<file path="config.mk">
export PLATFORM = sky130hd
export DESIGN_NAME = ex_case_seq_gen
export DESIGN_NICKNAME = d
export VERILOG_FILES = /design/src/rtl/ex_case_seq_gen.sv
export SDC_FILE = /design/constraint.sdc
export NUM_CORES = 1
export LEC_CHECK = 0
export CORE_MARGIN = 3
export CORE_UTILIZATION = 58
export CTS_CLUSTER_DIAMETER = 150
export CTS_CLUSTER_SIZE = 30
export DETAILED_ROUTE_END_ITERATION = 8
export DONT_BUFFER_PORTS = 1
export PLACE_DENSITY_LB_ADDON = 0.1
export SYNTH_ARGS = -nofsm -noshare
export SYNTH_HDL_FRONTEND = slang
export SYNTH_SLANG_ARGS = --single-unit
</file>
<file path="constraint.sdc">
create_clock -name sclk -period 3.1 [get_ports sclk]
set_input_delay 0.62 -clock sclk [delete_from_list [all_inputs] [get_ports sclk]]
set_output_delay 0.62 -clock sclk [all_outputs]
set_load 0.02 [all_outputs]
</file>
<file path="src/rtl/ex_case_seq_gen.sv">
// Programmable-length beat generator on a valid/ready stream.
// Supports case-selected patterns, one-shot or looping passes, inter-beat gaps and a graceful stop.
module ex_case_seq_gen #(
  parameter int DATA_W  = 8,
  parameter int SEQ_LEN = 8,
  parameter int GAP     = 0
) (
  input  logic              sclk,
  input  logic              rst,
  input  logic              i_start,
  input  logic              i_stop,
  input  logic              i_mode,
  input  logic [1:0]        i_pat_sel,
  input  logic [DATA_W-1:0] i_seed,
  input  logic              i_ready,
  output logic              o_dv,
  output logic [DATA_W-1:0] o_data,
  output logic              o_busy,
  output logic              o_wrap,
  output logic              o_done
);

  localparam int KW = $clog2(SEQ_LEN);
  localparam logic [KW-1:0] K_LAST = KW'(SEQ_LEN - 1);
  localparam int GW = (GAP > 1) ? $clog2(GAP) : 1;
  localparam logic [GW-1:0] G_LAST = (GAP > 0) ? GW'(GAP - 1) : '0;

  typedef enum logic [1:0] {S_IDLE, S_SEND, S_GAPW, S_DONE} state_t;

  state_t            r_state;
  logic [KW-1:0]     r_k;
  logic [DATA_W-1:0] r_walk;
  logic              r_mode;
  logic [1:0]        r_pat;
  logic [DATA_W-1:0] r_seed;
  logic [GW-1:0]     r_gapCnt;
  logic              r_dv;
  logic [DATA_W-1:0] r_data;
  logic              r_busy;
  logic              r_wrap;
  logic              r_done;

  logic              w_xfer;
  logic              w_last;
  logic [KW-1:0]     w_kNext;
  logic [DATA_W-1:0] w_walkNext;
  logic [DATA_W-1:0] w_nextBeat;
  logic [DATA_W-1:0] w_gapBeat;
  logic [DATA_W-1:0] w_startBeat;

  // The walking-one value is carried in r_walk so no modulo on k is needed.
  function automatic logic [DATA_W-1:0] f_beat(
    input logic [1:0]        pat,
    input logic [DATA_W-1:0] seed,
    input logic [KW-1:0]     k,
    input logic [DATA_W-1:0] walk
  );
    case (pat)
      2'd0:    return seed + DATA_W'(k);
      2'd1:    return walk;
      2'd2:    return k[0] ? ~seed : seed;
      default: return seed;
    endcase
  endfunction

  assign w_xfer      = r_dv & i_ready;
  assign w_last      = (r_k == K_LAST);
  assign w_kNext     = w_last ? '0 : r_k + KW'(1);
  assign w_walkNext  = w_last ? DATA_W'(1) : {r_walk[DATA_W-2:0], r_walk[DATA_W-1]};
  assign w_nextBeat  = f_beat(r_pat, r_seed, w_kNext, w_walkNext);
  assign w_gapBeat   = f_beat(r_pat, r_seed, r_k, r_walk);
  assign w_startBeat = f_beat(i_pat_sel, i_seed, '0, DATA_W'(1));

  // k and the walk register advance at the transfer, so after a gap the
  // pending beat is rebuilt from the already-advanced index.
  always_ff @(posedge sclk or posedge rst) begin
    if (rst) begin
      r_state  <= S_IDLE;
      r_k      <= '0;
      r_walk   <= '0;
      r_mode   <= 1'b0;
      r_pat    <= 2'd0;
      r_seed   <= '0;
      r_gapCnt <= '0;
      r_dv     <= 1'b0;
      r_data   <= '0;
      r_busy   <= 1'b0;
      r_wrap   <= 1'b0;
      r_done   <= 1'b0;
    end else begin
      r_wrap <= 1'b0;
      r_done <= 1'b0;
      case (r_state)
        S_IDLE: begin
          if (i_start && !i_stop) begin
            r_state <= S_SEND;
            r_mode  <= i_mode;
            r_pat   <= i_pat_sel;
            r_seed  <= i_seed;
            r_k     <= '0;
            r_walk  <= DATA_W'(1);
            r_dv    <= 1'b1;
            r_data  <= w_startBeat;
            r_busy  <= 1'b1;
          end
        end
        S_SEND: begin
          if (w_xfer) begin
            r_k    <= w_kNext;
            r_walk <= w_walkNext;
            r_wrap <= w_last;
            if (i_stop || (w_last && !r_mode)) begin
              r_state <= S_DONE;
              r_dv    <= 1'b0;
              r_done  <= 1'b1;
            end else if (GAP > 0) begin
              r_state  <= S_GAPW;
              r_dv     <= 1'b0;
              r_gapCnt <= '0;
            end else begin
              r_data <= w_nextBeat;
            end
          end
        end
        S_GAPW: begin
          if (i_stop) begin
            r_state <= S_DONE;
            r_done  <= 1'b1;
          end else if (r_gapCnt == G_LAST) begin
            r_state <= S_SEND;
            r_dv    <= 1'b1;
            r_data  <= w_gapBeat;
          end else begin
            r_gapCnt <= r_gapCnt + GW'(1);
          end
        end
        S_DONE: begin
          r_state <= S_IDLE;
          r_busy  <= 1'b0;
        end
        default: begin
          r_state <= S_IDLE;
          r_dv    <= 1'b0;
          r_busy  <= 1'b0;
        end
      endcase
    end
  end

  assign o_dv   = r_dv;
  assign o_data = r_data;
  assign o_busy = r_busy;
  assign o_wrap = r_wrap;
  assign o_done = r_done;

endmodule

</file>
# --- After elaboration in Yosys (flattened, before gate mapping) ---
# Index checks and enable logic that the tools add are counted.
word_totals:
  wordCells: 89
  reg_bits: 37
  in_bits: 16
  out_inout_bits: 12
classes:
  n_addsub: 4
  n_eq_ne: 14
  n_mux: 39
  reduce_logical: 17
  bitwise: 3
ops:
  columns: ["operator", "n"]
  rows:
  - ["$mux 8", 11]
  - ["$pmux 8 s3", 3]
  - ["$add 8x3->8", 2]
  - ["$pmux 8 s2", 1]
  - ["$ne 2x2->1 const B", 6]
  - ["$reduce_and 6->1", 2]
  - ["$mux 1", 11]
  - ["$mux 2", 5]
  - ["$mux 3", 3]
  - ["$not 8->8", 1]
  - ["$pmux 2 s4", 1]
  - ["$eq 2x1->1 const B", 3]
  - ["$eq 2x2->1 const B", 3]
  - ["$pmux 3 s2", 1]
  - ["$reduce_and 2->1", 3]
  - ["$logic_not 2->1", 2]
  - ["$pmux 1 s2", 2]
  - ["$reduce_and 4->1", 1]
  - ["$reduce_bool 2->1", 2]
  - ["$add 3x1->3 const B", 1]
  - ["$eq 3x3->1 const B", 1]
  - ["$ne 3x3->1 const B", 1]
  - ["$pmux 1 s3", 1]
  - ["$reduce_and 3->1", 1]
  - ["other kinds (7)", 9]

# --- Depth between registers and ports, before layout ---
# Gate-level depths: netlist of run 1.
depth:
  ltp_word: 7
  mapped_depth: 12
  ltp_nobuf: 12

# --- Worst setup path before layout of run 1 ---
# OpenSTA, ideal clock, no wires.
synth_path:
  path_type: "register to register"
  startpoint: "register r_k[0]"
  endpoint: "register r_data[1], in the netlist o_data[1]"
  required_time_ps: 2972
  setup_time_ps: 128
  t_arrival_ps: 2697
  period_less_slack_ps: 2825
  path_stages_with_launch: 13
  path_slack_ps: 275
  n_path_buf: 0
  path_cell_list: "dfrtp_1 > ha_1 > ha_1 > nor2_2 > ha_1 > inv_1 > fa_1 > nor2_1 > o31ai_1 > nand2b_1 > a221oi_1 > a2bb2oi_1 > o21ai_0"
synth_via:
  elab_chain_cells: 7
  word_cells_on_any_way: 19
  cone_classes: "3 x add/sub; 2 x eq/ne; 11 x mux; 3 x reduce/logical"
synth_lines:
  columns: ["item", "line_no", "text"]
  rows:
  - ["start: declaration", "31", "logic [KW-1:0] r_k;"]
  - ["start signal: assignment", "109", "r_k <= w_kNext;"]
  - ["$add 3x1->3 or $eq 3x3->1 (tied branches)", "68, 67", null]
  - ["$mux 3", "68", "assign w_kNext = w_last ? '0 : r_k + KW'(1);"]
  - ["$add 8x3->8 or $mux 8 (tied branches)", "59, 61", null]
  - ["$pmux 8 s3", "58", "case (pat)"]
  - ["$mux 8", "112", "if (i_stop || (w_last && !r_mode)) begin"]
  - ["$mux 8", "108", "if (w_xfer) begin"]
  - ["$pmux 8 s3", "93", "case (r_state)"]
  - ["end signal: assignment", "103", "r_data <= w_startBeat;"]
  - ["end signal: assignment", "121", "r_data <= w_nextBeat;"]
  - ["end signal: assignment", "132", "r_data <= w_gapBeat;"]
  - ["end: declaration", "38", "logic [DATA_W-1:0] r_data;"]
# Several ways; a longest one is shown, not always the timed one. The select of a mux whose other input is x is not followed.
# A chain may end at the register's enable or synchronous reset.

# --- Final worst setup path of run 1 ---
layout_path:
  startpoint: "register r_k[1]"
  endpoint: "register r_data[1], in the netlist o_data[1]"
# Same word-level chain as after synthesis.

==> results of run 1 <==
area by class of cell:
class                   instances  area, um2
clock buffers                   8       90.1
flip-flops and latches         36        901
inverters                      13       48.8
fillers                       386       1650
repair buffers                  7       52.6
multi-input cells             234       1640
well taps                      52       65.1
metal layers:
layer	wire length, um	up-vias
li1	-	1076
met1	2980	1055
met2	2910	54
met3	249	9
met4	83	0
met5	0	-
metrics by stage:
stage	power, mW	utilization [%]	worst slack (ns)	hold slack [ns]
CTS	3.47	62.8	0.422	0.357
finish	3.48	62.8	0.419	0.332
floorplan	2.71	-	0.275	0.494
detailed placement	3.12	60.8	0.433	0.520
global placement	3.09	60.8	0.507	0.523
global route	3.80	62.8	0.204	0.379
sequential cells by signal, summed over array words and instances, names as in the netlist:
register / count
o_wrap: 1
r_seed: 8
r_k: 3
r_state: 2
o_data: 8
r_walk: 8
r_pat: 2
o_busy: 1
o_done: 1
r_mode: 1
o_dv: 1
path summary, 6_finish.rpt:
check,cells past startpoint,start,slack (ns),to
worst max register to register,12,r_k[1]$_DFFE_PP0P_,0.42,o_data[1]$_DFFE_PP0P_
worst max-delay path,12,r_k[1]$_DFFE_PP0P_,0.42,o_data[1]$_DFFE_PP0P_
worst min-delay path,1,rst,0.33,o_dv$_DFFE_PP0P_
worst min register to register,1,r_walk[7]$_DFFE_PP0P_,0.54,r_walk[7]$_DFFE_PP0P_
min in group sclk,1,i_seed[0],0.48,r_seed[0]$_DFFE_PP0P_
max in group asynchronous,2,rst,2.06,o_data[1]$_DFFE_PP0P_
critical path: stages (launching register included):
cell and delay, ns:
dfrtp_1 0.42, ha_1 0.20, ha_1 0.21, nor2_2 0.11, ha_1 0.15, inv_1 0.05
fa_1 0.47, nor2_1 0.04, o31ai_1 0.28, nand2b_1 0.10, a221oi_1 0.24, a2bb2oi_1 0.21
o21ai_0 0.09
power groups by stage:
stage	Combinational [mW]	Sequential [mW]	Clock, mW
floorplan	1.81	0.896	0
detailed placement	2.03	1.09	0
CTS	2.04	1.08	0.351
global route	2.31	1.12	0.371
finish	2.05	1.08	0.339
global placement	2.01	1.08	0
cells by family (layout without fill, tap and decap cells):
group / Yosys count / after routing / synth area share, %
multiplexers: 17 / 17 / 6.93
buffers and inverters: 33 / 28 / 6.42
AO/OA/AOI/OAI: 95 / 95 / 22.9
XOR/XNOR: 18 / 18 / 5.82
flip-flops: 36 / 36 / 33.2
AND/OR/NAND/NOR: 88 / 88 / 16.7
adder cells (fa/ha/maj): 16 / 16 / 7.94
cell usage after synthesis (2+ instances only):
cell type and count:
a22oi_1 4, dfrtp_1 36, mux2_2 14, clkbuf_1 4, a21oi_1 17, nand2_1 29, nor3_1 5, o2111ai_1 2
nand3_1 5, ha_1 14, nand2b_1 4, or3_1 2, buf_2 6, nor2_1 16, nand4_1 2, mux2i_1 3
o31ai_1 2, xor2_1 7, a21o_1 2, a31oi_1 6, o21ai_1 3, o21ai_0 30, a221oi_1 2, nor2_2 3
buf_4 3, buf_1 2, fa_1 2, nor2b_1 11, a211oi_1 3, a22o_1 10, inv_1 13, and3_1 2
buf_6 4, xnor2_1 11, o21a_1 2
==> out/metrics.cfg, run 1 <==
[detailed_routing]
drc=0
wl_per_cell_um=17.8
first_pass_iters=4
routed_wl_mm=6.22
routed_via_density=6.27
vias=2194
drt-initial-drc-count=144
ant_nets=0

[grt]
grt_usage_pct=24.5
grt_use_met3_pct=3.78
antenna_found_initial=0
grt_max_degree=20
grt.busiest_layer=met2
met2_usage_pct=37.8
grt_pass1_wl_mm=10.3
grt_pass1_vias=2119
overflow=0
use_met1_pct=34.8

[layout]
antenna_cells=0
drive_above_1_share_pct=12.1
final_common_cell=dfrtp_1
stdcell_count=350
syn_to_final_growth_pct=3.05
nNetsFinal=329
post-route-cell-area_um2=2790
final_cell_mix=36 x dfrtp_1, 30 x o21ai_0, 29 x nand2_1

[cts]
cts-resized-gates=0
clkLatencyLatePin_ns=0.28
cts_tree=yes
post_cts_buffers=0
cts_root_buf=clkbuf_8
clk_path_buf_depth=2
hold_buffers=0
h-tree-depth=2
clock_sinks=36
clkTransAtPathRegs_ns=0.07
cts_made_buffers=5

[logic_synthesis]
yosys_warnings=0
avgSynthCellArea_um2=8.94
postSynth.asyncResetShare_pct=100
ys_ff_latch=36
synth_fp_nets=335
synthesis.area_um2=2710
yosysSeqAreaShare_pct=33.2
ys_types=57
synthCells=303
synth.area.top_cells=dfrtp_1 33%, ha_1 6.5%, mux2_2 5.8%, o21ai_0 5.5%, nand2_1 4.0%
synth_top_area_share_pct=33.2
yosys.area.top_type=dfrtp_1
synth_edf_count=0
synthFlopType=dfrtp_1

[floorplan]
initial_utilization_pct=61.0
core_area_um2=4440
die-area_um2=5530
rows=24
die_x_um=74.4
die_y_um=74.4
io_pins=28

[timing]
maxSlewViolCount=0
period_needed_ns=2.68
final.period_utilization_pct=86.5
worstMarginPinSlew_ns=1.14
rsz0062_at_grt=no
relSlewSlack_pct=23.1
finalHoldViolations=0
finalClockSkew_ns=0.00208
tns_ns=0
fmax_ghz=0.373
finalSetupViolCount=0

[setup_path]
path_class=register to register
startpoint_type=register
crit_fanout=4
cp.required_ns=3.26
cp_data_arrival_time_ns=2.84
crit_path_end_kind=register

[hold_path]
hp-class=primary input to async pin

[placement]
dp_cells=342
gp_congestion=0.918
numPortBuffers=0
hpwl_mm=4.73
place_area_um2=2700

[power]
pwr-share-seq_pct=31.1
p_leak_nw=1.21
p_per_area_nw_per_um2=1240
comb_power_share_pct=59.1
pwr-share-clk_pct=9.8
irDropWorstVdd_v=0.000658
switching_share_pct=49.1
p_sw_mw=1.71
p_int_mw=1.77

[status]
outcome=finished, final reports clean

[run]
max_cap_violations=0

Note: power is estimated with default switching activity, not from simulation.
==> inputs of run 2 (changes only) <==
--- a/config.mk
+++ b/config.mk
@@ -7,7 +7,6 @@
 export LEC_CHECK = 0
 export CORE_MARGIN = 3
 export CORE_UTILIZATION = 58
-export CTS_CLUSTER_DIAMETER = 150
 export CTS_CLUSTER_SIZE = 30
 export DETAILED_ROUTE_END_ITERATION = 8
 export DONT_BUFFER_PORTS = 1
==> results of run 2 <==
Final layout, timing and power as in run 1 (identical DEF).
